`config.mk`:
```
export PLATFORM = sky130hd
export DESIGN_NAME = keypad_entry_ctrl_flat
export DESIGN_NICKNAME = d
export VERILOG_FILES = /design/src/rtl/keypad_entry_ctrl_if.sv /design/src/rtl/keypad_entry_ctrl.sv /design/src/flat_wrapper.sv
export SDC_FILE = /design/constraint.sdc
export NUM_CORES = 1
export LEC_CHECK = 0
export CORE_MARGIN = 1.5
export CORE_UTILIZATION = 35
export CTS_BUF_LIST = sky130_fd_sc_hd__clkbuf_16
export DETAILED_ROUTE_END_ITERATION = 10
export PLACE_DENSITY_LB_ADDON = 0.08
export SLEW_MARGIN = 20
export SYNTH_ARGS = -nofsm -noshare
export SYNTH_HDL_FRONTEND = slang
export SYNTH_SLANG_ARGS = --single-unit
```
`constraint.sdc`:
```
create_clock -name clk -period 1.85 [get_ports clk]
set_clock_uncertainty 0.1 [all_clocks]
set_input_delay 0.37 -clock clk [delete_from_list [all_inputs] [get_ports clk]]
set_output_delay 0.37 -clock clk [all_outputs]
set_load 0.01 [all_outputs]
```
`src/rtl/keypad_entry_ctrl_if.sv`:
```
// keypad_entry_ctrl_if: key input and entry/commit result bundle for keypad_entry_ctrl.
`default_nettype none

interface keypad_entry_ctrl_if #(
    parameter int DIGITS = 4
);
    logic [3:0]          key_data;
    logic                key_flag;
    logic [4*DIGITS-1:0] entry;
    logic [3:0]          entry_cnt;
    logic [4*DIGITS-1:0] value;
    logic                value_valid;
    logic                err;
    logic                timeout;

    modport master (
        output key_data, key_flag,
        input  entry, entry_cnt, value, value_valid, err, timeout
    );

    modport slave (
        input  key_data, key_flag,
        output entry, entry_cnt, value, value_valid, err, timeout
    );
endinterface

`default_nettype wire

```
`src/rtl/keypad_entry_ctrl.sv`:
```
// keypad_entry_ctrl: multi-digit BCD entry with backspace/clear/enter and a one-cycle commit pulse.
// Optional inactivity timeout enabled by defining ENTRY_TIMEOUT_EN.
`default_nettype none

module keypad_entry_ctrl #(
    parameter int DIGITS     = 4,
    parameter int T1ms       = 50_000,
    parameter int TIMEOUT_MS = 5000
) (
    input  wire logic           clk,
    input  wire logic           rst_n,
    keypad_entry_ctrl_if.slave  bus
);
    localparam int c_W = 4 * DIGITS;

    typedef enum logic [1:0] {
        S_IDLE   = 2'd0,
        S_ENTRY  = 2'd1,
        S_COMMIT = 2'd2
    } state_t;

    state_t         r_state, w_state_nxt;
    logic [c_W-1:0] r_entry, w_entry_nxt;
    logic [c_W-1:0] r_value, w_value_nxt;
    logic [3:0]     r_cnt, w_cnt_nxt;
    logic           r_valid, w_valid_nxt;
    logic           r_err, w_err_nxt;
    logic [c_W+3:0] w_shl_wide;
    logic           w_expire;

    // Widened concatenation keeps the shift-in legal even when DIGITS == 1.
    assign w_shl_wide = {r_entry, bus.key_data};

`ifdef ENTRY_TIMEOUT_EN
    localparam int c_PW = (T1ms > 1) ? $clog2(T1ms) : 1;
    localparam int c_IW = $clog2(TIMEOUT_MS + 1);

    logic [c_PW-1:0] r_ms_cnt;
    logic [c_IW-1:0] r_idle_ms;
    logic            r_timeout;
    logic            w_ms_tick;

    assign w_ms_tick = (r_ms_cnt == c_PW'(T1ms - 1));
    // A key arriving in the expiry cycle wins over the timeout.
    assign w_expire  = (r_state == S_ENTRY) && !bus.key_flag
                       && (r_idle_ms == c_IW'(TIMEOUT_MS));

    always_ff @(posedge clk or negedge rst_n) begin
        if (!rst_n) begin
            r_ms_cnt  <= '0;
            r_idle_ms <= '0;
            r_timeout <= 1'b0;
        end else begin
            r_ms_cnt  <= w_ms_tick ? '0 : r_ms_cnt + 1'b1;
            r_timeout <= w_expire;
            if ((r_state != S_ENTRY) || bus.key_flag || w_expire)
                r_idle_ms <= '0;
            else if (w_ms_tick && (r_idle_ms != c_IW'(TIMEOUT_MS)))
                r_idle_ms <= r_idle_ms + 1'b1;
        end
    end

    assign bus.timeout = r_timeout;
`else
    logic w_unused_timeout_params;
    assign w_unused_timeout_params = (T1ms != 0) ^ (TIMEOUT_MS != 0);
    assign w_expire    = 1'b0;
    assign bus.timeout = 1'b0;
`endif

    always_ff @(posedge clk or negedge rst_n) begin
        if (!rst_n) begin
            r_state <= S_IDLE;
            r_entry <= '0;
            r_value <= '0;
            r_cnt   <= '0;
            r_valid <= 1'b0;
            r_err   <= 1'b0;
        end else begin
            r_state <= w_state_nxt;
            r_entry <= w_entry_nxt;
            r_value <= w_value_nxt;
            r_cnt   <= w_cnt_nxt;
            r_valid <= w_valid_nxt;
            r_err   <= w_err_nxt;
        end
    end

    always_comb begin
        w_state_nxt = r_state;
        w_entry_nxt = r_entry;
        w_value_nxt = r_value;
        w_cnt_nxt   = r_cnt;
        w_valid_nxt = 1'b0;
        w_err_nxt   = 1'b0;
        case (r_state)
            S_COMMIT: begin
                // Any key seen here is dropped; the buffer was already cleared on enter.
                w_state_nxt = S_IDLE;
                w_entry_nxt = '0;
                w_cnt_nxt   = '0;
            end
            default: begin
                if (bus.key_flag) begin
                    if (bus.key_data <= 4'd9) begin
                        if (r_cnt == 4'(DIGITS)) begin
                            w_err_nxt = 1'b1;
                        end else begin
                            w_entry_nxt = w_shl_wide[c_W-1:0];
                            w_cnt_nxt   = r_cnt + 4'd1;
                            w_state_nxt = S_ENTRY;
                        end
                    end else begin
                        case (bus.key_data)
                            4'hA: begin
                                if (r_cnt == 4'd0) begin
                                    w_err_nxt = 1'b1;
                                end else begin
                                    w_entry_nxt = r_entry >> 4;
                                    w_cnt_nxt   = r_cnt - 4'd1;
                                    if (r_cnt == 4'd1)
                                        w_state_nxt = S_IDLE;
                                end
                            end
                            4'hB: begin
                                if (r_cnt == 4'd0) begin
                                    w_err_nxt = 1'b1;
                                end else begin
                                    w_value_nxt = r_entry;
                                    w_valid_nxt = 1'b1;
                                    w_entry_nxt = '0;
                                    w_cnt_nxt   = '0;
                                    w_state_nxt = S_COMMIT;
                                end
                            end
                            4'hC: begin
                                w_entry_nxt = '0;
                                w_cnt_nxt   = '0;
                                w_state_nxt = S_IDLE;
                            end
                            default: ;
                        endcase
                    end
                end else if (w_expire) begin
                    w_entry_nxt = '0;
                    w_cnt_nxt   = '0;
                    w_state_nxt = S_IDLE;
                end
            end
        endcase
    end

    assign bus.entry       = r_entry;
    assign bus.entry_cnt   = r_cnt;
    assign bus.value       = r_value;
    assign bus.value_valid = r_valid;
    assign bus.err         = r_err;

endmodule

`default_nettype wire

```
`src/flat_wrapper.sv`:
```
// flat-port wrapper written by rule: the top's interface ports become plain ports
module keypad_entry_ctrl_flat 
#(
    parameter int DIGITS     = 4,
    parameter int T1ms       = 50_000,
    parameter int TIMEOUT_MS = 5000
)
  (clk, rst_n, bus_key_data, bus_key_flag, bus_entry, bus_entry_cnt, bus_value, bus_value_valid, bus_err, bus_timeout);
  keypad_entry_ctrl_if #(.DIGITS(DIGITS)) bus_i ();
  input  wire logic clk;
  input  wire logic rst_n;
  input wire logic [$bits(bus_i.key_data)-1:0] bus_key_data;
  input wire logic [$bits(bus_i.key_flag)-1:0] bus_key_flag;
  output wire logic [$bits(bus_i.entry)-1:0] bus_entry;
  output wire logic [$bits(bus_i.entry_cnt)-1:0] bus_entry_cnt;
  output wire logic [$bits(bus_i.value)-1:0] bus_value;
  output wire logic [$bits(bus_i.value_valid)-1:0] bus_value_valid;
  output wire logic [$bits(bus_i.err)-1:0] bus_err;
  output wire logic [$bits(bus_i.timeout)-1:0] bus_timeout;
  assign bus_i.key_data = bus_key_data;
  assign bus_i.key_flag = bus_key_flag;
  assign bus_entry = bus_i.entry;
  assign bus_entry_cnt = bus_i.entry_cnt;
  assign bus_value = bus_i.value;
  assign bus_value_valid = bus_i.value_valid;
  assign bus_err = bus_i.err;
  assign bus_timeout = bus_i.timeout;
  keypad_entry_ctrl #(.DIGITS(DIGITS), .T1ms(T1ms), .TIMEOUT_MS(TIMEOUT_MS)) u_core (.clk(clk), .rst_n(rst_n), .bus(bus_i));
endmodule
```
-- After elaboration in Yosys (flattened, before gate mapping)
Index checks and enable logic that the tools add are counted.
- reductions and logical operators: 7
- multiplexer cells: 33
- add/subtract/negate cells: 2
- multipliers: 0
- $lt $le $gt $ge: 1
- eq/ne operators: 10
- div/mod/pow operators: 0
- bitwise operators: 3
- shifts and indexed selects: 0
- operators by type and width (operator ; number):
    16-bit 2-to-1 mux ; 6
    16-bit case mux with 3 select lines ; 1
    4-bit 2-to-1 mux ; 6
    2-bit 2-to-1 mux ; 7
    4-bit equality test (second input constant) ; 3
    4-bit case mux with 3 select lines ; 1
    1-bit 2-to-1 mux ; 11
    5-bit AND reduction ; 2
    4-bit by 3-bit != test with 1-bit output (second input constant) ; 2
    2-bit case mux with 3 select lines ; 1
    6-bit AND reduction ; 1
    5-bit nonzero test ; 1
    4-bit by 1-bit adder with 4-bit output (second input constant) ; 1
    4-bit by 1-bit equality test with 1-bit output (second input constant) ; 1
    4-bit by 3-bit equality test with 1-bit output (second input constant) ; 1
    4-bit <= comparator (second input constant) ; 1
    4-bit logical NOT ; 1
    4-bit by 1-bit != test with 1-bit output (second input constant) ; 1
    4-bit by 1-bit subtractor with 4-bit output (second input constant) ; 1
    3-bit != test (second input constant) ; 1
    1-bit NOT ; 3
    2-bit equality test (second input constant) ; 1
    2-bit nonzero test ; 1
    2-bit OR reduction ; 1
- flip-flop bits (word level): 40
- logic and storage cells: 62
- memory bits (read-only): 0
- output and inout bits: 39
- input bits: 7
- memories kept: 0
- latch bits: 0
- bits in writable memories: 0

-- Depth between registers and ports, before layout
- word-level depth: 7
- depth in mapped cells: 7
- depth with buffers taken out: 6

-- Least setup slack after synthesis
No wires, ideal clock.
- kind: register to register
- from: register u_core.r_cnt[0], in the netlist u_core.bus.entry_cnt[0]
- to: register u_core.r_value[10], in the netlist u_core.bus.value[10]
- period minus slack after synthesis: 2.100 ns
- setup slack: -0.250 ns
- cell stages (with the launch flop): 8
- library setup time: 0.128 ns
- path buffers: 1
- arrival: 1.873 ns
- required time: 1.622 ns
- cell sequence: dfrtp_1 > inv_1 > ha_1 > nand2b_1 > o21ai_1 > nor3_4 > buf_4 > mux2_1
- cells in the longest elaborated chain, start to end: 3
- ends and longest elaborated chain (item ; RTL line ; RTL):
    start, declared ; keypad_entry_ctrl.sv:25 ; logic [3:0] r_cnt, w_cnt_nxt;
    start signal, assigned ; keypad_entry_ctrl.sv:83 ; r_cnt <= w_cnt_nxt;
    4-bit logical NOT ; keypad_entry_ctrl.sv:126 ; if (r_cnt == 4'd0) begin
    1-bit NOT (no line) ; - ;
    5-bit AND reduction (no line) ; - ;
    end signal, assigned ; keypad_entry_ctrl.sv:82 ; r_value <= w_value_nxt;
    end, declared ; keypad_entry_ctrl.sv:24 ; logic [c_W-1:0] r_value, w_value_nxt;
Every way passes these cells.
A chain may end at the register's enable or synchronous reset.

-- Worst setup path after layout
- from: input port bus_key_data[1]
- to: register u_core.r_cnt[3], in the netlist u_core.bus.entry_cnt[3]
- cells in the longest elaborated chain, start to end: 5
- elaborated cells between the ends (all ways): 13
- classes of those cells: order compare: 1; eq/ne: 6; mux: 4; reduce/logical: 2
- ends and longest elaborated chain (item ; RTL line ; RTL):
    start, declared ; flat_wrapper.sv:12 ; input wire logic [$bits(bus_i.key_data)-1:0] bus_key_data;
    parallel branches: the longest is 5 deep, another holds 4-bit <= comparator ; - ;
Parallel ways; which one is timed is not known. The select of a mux whose other input is x is not followed.

==> results by group <==
Run status
  • Status: complete, no violations

Critical path
  • FF-to-FF path depth: 5
  • Endpoint class of the critical path: flip-flop
  • Worst path required time: 1.92 ns
  • Worst Path Arrival: 1.88 ns
  • CP startpoint: bus_key_data[1]
  • CP Max Fanout: 7
  • Worst setup SP type: primary input
  • Worst Setup Path Type: in -> reg
  • Reg-to-Reg Start: u_core.bus.entry_cnt[2]

Worst hold path
  • Worst hold path class: reg -> reg
  • Hold path start: u_core.bus.value[3]
  • Hold path cells: 1

CTS
  • Clk sinks: 40
  • CTS Buf Count: 5
  • Clk_lat worst skew: 0.29 ns
  • H-tree level count: 2
  • CTS root buffer: clkbuf_16
  • Clock Pin Slew Worst Setup and Hold Paths: 0.06 ns
  • CTS tree: done
  • CTS max path bufs: 2

Synthesis
  • Sequential-to-total area share from yosys stat: 47.5%
  • Top cells by area, synth: dfrtp_1 47%, mux2_4 9.3%, mux2_1 8.5%, a22o_1 5.0%, ha_1 2.4%
  • Number of synthesized flops with an enable pin: 0
  • Cell area after synthesis: 2110 um^2
  • Seq cells post-synth: 40
  • Warnings from Yosys: 0
  • Mapped Avg Cell Area: 12.8 um^2
  • Area leader, netlist: dfrtp_1
  • Yosys top cell area share: 47.5%
  • Cells after Synth: 165
  • Ys flop type: dfrtp_1
  • Count of unique library cells instantiated by Yosys: 51
  • Synthesized net count: 176
  • Ys async rst share: 100%

STA
  • Max-slew violations: 0
  • TNS Setup: 0 ns
  • Setup violations, final: 0
  • Peak Freq: 552 MHz
  • Fin. Hold Viols: 0
  • Final period util: 98.0%
  • Min cycle time layout: 1.81 ns

Final layout
  • Share of layout cells above drive strength 1: 34.7%
  • Most frequent cells in the layout: 38 x dfrtp_1, 36 x clkdlybuf4s50_1, 25 x buf_4
  • Finished Cell Area: 3180 um^2
  • Nets@finish: 252
  • # diodes: 0
  • Layout Utilization: 54.3%
  • Most common cell after layout, fill and taps aside: dfrtp_1
  • Layout area overhead: 50.7%

Detailed routing
  • ANT nets after route: 0
  • Pre-Repair DR Iteration Count: 4
  • Vias/cell: 5.25
  • 1st-iter DRT viols: 112
  • Routed len/inst: 16.9 um
  • Routed WL: 5350 um
  • # DRC: 0
  • DR vias: 1,665

Global routing
  • Largest net degree at the start of global routing: 20
  • Vias in the first global route: 1,626
  • Global route overflow: 0
  • Total GRT Usage: 17.7%
  • Initial antenna violation count: 0
  • First-pass GRT wire length: 8500 um

Place
  • Area post-placement: 2870 um^2
  • GPL Wtd Cong: 0.916
  • Buffers on Ports: 44
  • HPWL after DPL: 3720 um

Floorplanning
  • Row count: 28
  • DIE WIDTH: 80.6 um
  • Die area: 6500 um^2
  • Initial Util: 36.0%
  • Num ports: 46
  • Die Span Y: 80.6 um
  • Core Region: 5850 um^2

Power and ir drop
  • Pwr Density: 1420 nW/um^2
  • LEAKAGE: 1.46 nW
  • Worst IR Drop VDD: 0.000646 V

Job
  • Max_cap viols: 0
-- final cells by class --
class	count	area, um^2
Clock buffer	5	125
Clock inverter	3	47.5
Fill cell	488	2670
Inverter	8	32.5
Multi-Input combinational cell	107	1090
Sequential cell	40	1000
Tap cell	75	93.8
Timing Repair Buffer	79	787
-- registers in the layout, indices dropped and copies added (netlist names) --
name	flops
u_core.bus.value_valid	1
u_core.bus.value	16
u_core.bus.entry_cnt	4
u_core.r_state	2
u_core.bus.err	1
u_core.bus.entry	16
-- power breakdown --
group          internal, mW  total [mW]  switching (mW)
clock                 0.640       0.999           0.359
combinational          1.24        2.05           0.806
sequential             1.19        1.48           0.291
total                  3.07        4.52            1.46
-- what timing repair did --
item,in CTS,in global routing
pin swaps,3,2
setup endpoints to repair,35,17
hold endpoints to repair,17,0
setup buffers,2,2
gates cloned,0,2
gates resized for setup,9,8
hold buffers,1,0
-- path summary, 6_finish.rpt --
check,slack (ns),end
worst max-delay path,0.04,u_core.bus.entry_cnt[3]
worst min-delay path,0.39,u_core.bus.value[3]
worst max register to register,0.08,u_core.r_state[0]
worst min register to register,0.39,u_core.bus.value[3]
max in group asynchronous,0.63,u_core.bus.value[12]
min in group asynchronous,0.47,u_core.bus.err
-- critical path, stage by stage --
cell           delay (ns)
dlygate4sd2_1        0.28
buf_6                0.14
mux2_2               0.28
buf_4                0.16
a32oi_2              0.21
o32ai_2              0.11
o311a_1              0.33
-- kinds of logic (layout without fill, tap and decap cells) --
logic type                 Yosys count  count (layout)  share of synthesized area (%)
DFF                                 40              40                           47.5
buffers and inverters               18              95                           4.93
AOI/OAI and AO/OA                   34              34                           13.7
other                                1               1                          0.178
xor gates and xnor gates             1               1                          0.416
adders and majority gates            4               4                           2.37
muxes                               35              35                           20.7
and+or+nand+nor                     32              32                           10.3
-- through the flow --
step	setup slack [ns]	cells	hold WS, ns	total power [mW]
6_report	0.0376	317	0.386	4.52
5_1_grt	-0.0104	317	0.411	4.80
4_1_cts	0.0286	313	0.390	4.52
3_5_place_dp	-0.477	302	0.243	3.50
3_3_place_gp	-0.445	302	0.244	3.44
2_1_floorplan	-0.0596	165	-0.0256	2.52
-- routing by layer --
metal,wire length (um),vias to the layer above,track usage (%)
met5,0,-,0
met4,91,0,6.38
met3,305,11,3.75
met2,2450,65,25.8
met1,2510,820,25.5
li1,-,769,-
-- synthesized netlist by cell type (2+ instances only) --
library cell,number
dfrtp_1,40
mux2_1,16
mux2_4,13
a22o_1,12
inv_1,8
nand2_1,6
mux2i_1,5
nand2b_1,5
ha_1,4
and3_1,3
buf_4,3
buf_6,3
a21oi_1,2
a32oi_1,2
and3b_1,2
buf_2,2
nand3b_1,2
o211ai_1,2
o21ai_1,2
or4_1,2
Power figures use the tool's default switching activity.
